$ cat src/rtl/neander_seq_divider_if.sv
// Operand/result bundle between a requester and the sequential divider.
// The requester pulses start with operands; the divider reports busy/done and registered results.
interface neander_seq_divider_if;
    logic       start;
    logic [7:0] dividend;
    logic [7:0] divisor;
    logic       busy;
    logic       done;
    logic [7:0] quotient;
    logic [7:0] remainder;
    logic       div_by_zero;

    modport master (
        output start, dividend, divisor,
        input  busy, done, quotient, remainder, div_by_zero
    );

    modport slave (
        input  start, dividend, divisor,
        output busy, done, quotient, remainder, div_by_zero
    );
endinterface

$ cat src/rtl/neander_seq_divider.sv
// 8-bit unsigned restoring divider, one quotient bit per clock.
// Latency: 8 busy cycles then a 1-cycle done pulse; a zero divisor finishes in 1 cycle.
// Backpressure: none; start is ignored while busy and accepted again in the done cycle.
module neander_seq_divider (
    input  logic                        clk,
    input  logic                        reset,
    neander_seq_divider_if.slave        bus
);
    typedef enum logic [1:0] {IDLE, CALC, DONE} state_t;

    state_t     state;
    logic [2:0] step_cnt;
    logic [8:0] p;
    logic [7:0] q;
    logic [7:0] dvsr;

    logic [8:0] shifted;
    logic       fits;
    logic [8:0] p_next;
    logic [7:0] q_next;
    logic       unused_p_msb;

    // The partial remainder stays below the divisor, so p[8] is never needed on the next shift.
    assign unused_p_msb = p[8];

    always_comb begin
        shifted = {p[7:0], q[7]};
        fits    = (shifted >= {1'b0, dvsr});
        p_next  = shifted;
        q_next  = {q[6:0], 1'b0};
        if (fits) begin
            p_next = shifted - {1'b0, dvsr};
            q_next = {q[6:0], 1'b1};
        end
    end

    always_ff @(posedge clk) begin
        if (reset) begin
            state           <= IDLE;
            step_cnt        <= 3'd0;
            p               <= 9'd0;
            q               <= 8'd0;
            dvsr            <= 8'd0;
            bus.busy        <= 1'b0;
            bus.done        <= 1'b0;
            bus.quotient    <= 8'd0;
            bus.remainder   <= 8'd0;
            bus.div_by_zero <= 1'b0;
        end else begin
            case (state)
                IDLE, DONE: begin
                    bus.done <= 1'b0;
                    bus.busy <= 1'b0;
                    state    <= IDLE;
                    if (bus.start) begin
                        dvsr     <= bus.divisor;
                        step_cnt <= 3'd0;
                        p        <= 9'd0;
                        q        <= bus.dividend;
                        if (bus.divisor == 8'd0) begin
                            bus.quotient    <= 8'hFF;
                            bus.remainder   <= bus.dividend;
                            bus.div_by_zero <= 1'b1;
                            bus.done        <= 1'b1;
                            state           <= DONE;
                        end else begin
                            bus.busy <= 1'b1;
                            state    <= CALC;
                        end
                    end
                end
                CALC: begin
                    p        <= p_next;
                    q        <= q_next;
                    step_cnt <= step_cnt + 3'd1;
                    if (step_cnt == 3'd7) begin
                        bus.quotient    <= q_next;
                        bus.remainder   <= p_next[7:0];
                        bus.div_by_zero <= 1'b0;
                        bus.busy        <= 1'b0;
                        bus.done        <= 1'b1;
                        state           <= DONE;
                    end
                end
                default: begin
                    state    <= IDLE;
                    bus.busy <= 1'b0;
                    bus.done <= 1'b0;
                end
            endcase
        end
    end
endmodule

$ cat src/flat_wrapper.sv
// flat-port wrapper written by rule: the top's interface ports become plain ports
module neander_seq_divider_flat 
  (clk, reset, bus_start, bus_dividend, bus_divisor, bus_busy, bus_done, bus_quotient, bus_remainder, bus_div_by_zero);
  neander_seq_divider_if bus_i ();
  input  logic clk;
  input  logic reset;
  input wire logic [$bits(bus_i.start)-1:0] bus_start;
  input wire logic [$bits(bus_i.dividend)-1:0] bus_dividend;
  input wire logic [$bits(bus_i.divisor)-1:0] bus_divisor;
  output wire logic [$bits(bus_i.busy)-1:0] bus_busy;
  output wire logic [$bits(bus_i.done)-1:0] bus_done;
  output wire logic [$bits(bus_i.quotient)-1:0] bus_quotient;
  output wire logic [$bits(bus_i.remainder)-1:0] bus_remainder;
  output wire logic [$bits(bus_i.div_by_zero)-1:0] bus_div_by_zero;
  assign bus_i.start = bus_start;
  assign bus_i.dividend = bus_dividend;
  assign bus_i.divisor = bus_divisor;
  assign bus_busy = bus_i.busy;
  assign bus_done = bus_i.done;
  assign bus_quotient = bus_i.quotient;
  assign bus_remainder = bus_i.remainder;
  assign bus_div_by_zero = bus_i.div_by_zero;
  neander_seq_divider u_core (.clk(clk), .reset(reset), .bus(bus_i));
endmodule
$ cat config.mk
export PLATFORM = sky130hd
export DESIGN_NAME = neander_seq_divider_flat
export DESIGN_NICKNAME = d
export VERILOG_FILES = /design/src/rtl/neander_seq_divider_if.sv /design/src/rtl/neander_seq_divider.sv /design/src/flat_wrapper.sv
export SDC_FILE = /design/constraint.sdc
export NUM_CORES = 1
export LEC_CHECK = 0
export ABC_AREA = 1
export BUFFER_PORTS_ARGS = -buffer_cell sky130_fd_sc_hd__buf_2
export CAP_MARGIN = 20
export CORE_MARGIN = 2
export CORE_UTILIZATION = 59
export CTS_BUF_LIST = sky130_fd_sc_hd__clkbuf_4
export DETAILED_ROUTE_END_ITERATION = 16
export PLACE_DENSITY_LB_ADDON = 0.08
export SETUP_SLACK_MARGIN = 0.1
export SLEW_MARGIN = 20
export SYNTH_ARGS = -nofsm -noshare
export SYNTH_HDL_FRONTEND = slang
export SYNTH_SLANG_ARGS = --single-unit
$ cat constraint.sdc
create_clock -name clk -period 4.35 [get_ports clk]
set_input_delay 0.435 -clock clk [delete_from_list [all_inputs] [get_ports clk]]
set_output_delay 0.435 -clock clk [all_outputs]
set_load 0.005 [all_outputs]
==> run_results.csv <==
group,metric,value,unit
clock_network,cts_buffers,5,
floorplan,die_area,4890,µm²
clock_network,cts_sinks,46,
critical_path,worstSetupStartpointType,"flip-flop",
floorplan,fp.dieW,70.0,µm
timing,finalCritPeriodShare,50.8,%
synth,synth_simple_gate_area_share,37.3,%
critical_path,crit_required,4680,ps
power,power.density,404,nW/µm²
critical_path,path_cells,"inv_2 -> nor2_4 -> inv_2 -> nand2_2 -> nand3_2 -> inv_4 -> nor2_1 -> nor2_1 -> o21ai_0 -> inv_1",
critical_path,rrSetupSlack,2140,ps
timing,slew_headroom,52.9,%
clock_network,postCtsSetupRepairBufs,0,
synth,yosysTopAreaCell,"dfxtp_1",
timing,setup_viol,0,
layout,fin_area,2830,µm²
clock_network,clock_latency,380,ps
global_route,grt-ovfl-total,0,
critical_path,critPathCaptureType,"flip-flop",
synth,async_reset_ff_share,0,%
layout,nFillCells,386,
clock_network,cts_tree,"done",
timing,hold-worst-slack,323,ps
place,dp_slack,2180,ps
synth,avgSynthCellArea,6.61,µm²
synth,synth_top_family_by_area,"simple AND/OR/NAND/NOR gates",
synth,synth_fp_nets,418,
power,ir_drop,0.236,mV
timing,fmax,0.452,GHz
clock_network,clk_pin_slew_worst_paths,140,ps
routing,drtIter0Drc,257,
synth,synth_adder_area_share,5.66,%
synth,synth_xor_area_share,1.02,%
synth,synth_compound_area_share,8.87,%
clock_network,clock_path_buffers,2,
critical_path,crit_family,"simple AND/OR/NAND/NOR gates",
floorplan,ios,38,
clock_network,cts_resized,0,
worst_hold_path,min_path_type,"primary input to flip-flop",
synth,syn_inst,388,
timing,rsz0062_at_grt,"no",
place,portBuffers,37,
synth,synth.most_common_cell,"nand2_1",
routing,drt-vias-per-instance,5.19,
timing,setup_ws,2140,ps
place,place_congestion,0.900,
power,p_leak,1.52,nW
layout,final_nets,449,
critical_path,worstPathArrival,2550,ps
synth,syn_area,2570,µm²
synth,ys.flop_type,"dfxtp_1",
critical_path,reg2reg_depth,10,
synth,synth_seq_cells,46,
routing,wl,5960,µm
routing,drtPass1Iterations,5,
critical_path,critPathKind,"flip-flop to flip-flop",
floorplan,num_rows,23,
power,finalPower,1.14,mW
synth,synth-edff-count,0,
outcome,status,"finished clean",
synth,synth_area_leaders,"dfxtp_1 36%, nand2_1 12%, nor2_1 9.1%",
floorplan,initial_core_util,62.8,%
synth,netlist_top_cells_count,"84 x nand2_1, 62 x nor2_1, 52 x inv_1",
layout,antennaDiodeCount,0,
critical_path,cp_slowest_cell,"nor2_4",
place,place_area,2750,µm²
routing,final_antenna_net_count,0,
worst_hold_path,min_path_cells,3,
layout,area_growth,10.3,%
critical_path,cp_max_fo,31,
clock_network,ctsHtreeMaxLevel,2,
critical_path,max_stage_delay,500,ps
routing,wl_per_cell,12.7,µm
synth,yosysSeqAreaShare,35.9,%
synth,synth_warnings,0,
routing,vias,2440,
timing,finalMaxSlewViolations,0,
synth,synth_top_area_share,35.9,%
global_route,track_usage,25.6,%
critical_path,path_buf_inv,4,
synth,synth_cell_type_count,29,
layout,layout-drive-gt1-share,16.9,%
floorplan,die_y,70.0,µm
routing,drcViolationCount,0,
timing,setup_tns,0,ps
place,hpwl,4370,µm
timing,tightest_slew,704,ps
critical_path,cp.depth,10,
job,cap_violations,0,
timing,hold_viol,0,
global_route,grt_antenna_before_repair,0,
synth,synth.mux.area_fraction,0,%
floorplan,core,4090,µm²
global_route,grt_pass1_wl,10200,µm
timing,period_minus_slack,2210,ps
clock_network,ctsRootBufferMaster,"clkbuf_4",
clock_network,postCtsHoldBufs,0,
global_route,grt_pass1_vias,2293,
timing,fin_skew,10.8,ps
global_route,grt_max_degree,32,
[cells by family after synthesis]
logic type	after synthesis
flops	46
compound gates	45
fa+ha+maj	11
simple gates	211
xor+xnor	3
buf+inv	72
[flip-flops by register name, summed over array words and instances (netlist names)]
name                    count
u_core.p                    8
u_core.step_cnt             3
u_core.q                    8
u_core.dvsr                 8
u_core.bus.div_by_zero      1
u_core.bus.remainder        8
u_core.bus.done             1
u_core.state                1
u_core.bus.quotient         8
[per-stage QoR]
| step | instances | util, % |
|---|---|---|
| detailed placement | 462 | 67.3 |
| global route | 470 | 69.3 |
| finish | 470 | 69.3 |
| CTS | 470 | 69.3 |
| floorplan | 388 | - |
| global placement | 462 | 67.3 |
[final timing paths]
kind,end,start
setup / recovery,u_core.bus.quotient[0],u_core.state[0]
setup reg to reg,u_core.bus.quotient[0],u_core.state[0]
hold / removal,u_core.dvsr[0],bus_divisor[0]
hold reg to reg,u_core.q[2],u_core.q[2]
[worst min-delay path, delay by kind of cell]
family / cells / cell delay [ps]
AOI/OAI and AO/OA: 1 / 70
and+or+nand+nor: 1 / 80
buffers and inverters: 1 / 90
[area by class of cell]
| type | instances | area [µm²] | area share (%) |
|---|---|---|---|
| well taps | 50 | 62.6 | 2.21 |
| repair buffers | 37 | 185 | 6.54 |
| multi-input cells | 270 | 1360 | 47.9 |
| flip-flops and latches | 46 | 921 | 32.5 |
| clock inverters | 3 | 43.8 | 1.55 |
| clock buffers | 5 | 37.5 | 1.33 |
| inverters | 59 | 224 | 7.91 |
[power by group]
group          internal [mW]  switching (mW)  leakage, nW
clock                  0.122           0.149       0.0456
sequential             0.459          0.0225        0.377
combinational          0.136           0.253         1.10
[placed cells by master, fill, tap and decap left out, types with 2 or more instances in the layout]
cell / n
nand3_2: 2
xor2_1: 2
a31oi_1: 2
nor3_2: 2
nand4_1: 10
nand2_2: 5
inv_2: 6
nor2_2: 2
nor2_1: 62
dfxtp_1: 46
a21oi_1: 22
clkbuf_4: 5
o21ai_0: 21
or2_2: 5
buf_2: 37
ha_1: 10
nand3_1: 33
nand2_1: 84
nor3_1: 2
inv_1: 52
[metal layers]
layer / vias up / track usage [%] / wire (µm)
met5: - / 0 / 0
met4: 0 / 6.62 / 55
met3: 7 / 4.47 / 310
met2: 68 / 42.2 / 2850
met1: 1085 / 34.6 / 2740
li1: 1280 / - / -
Note: power is estimated with default switching activity, not from simulation.
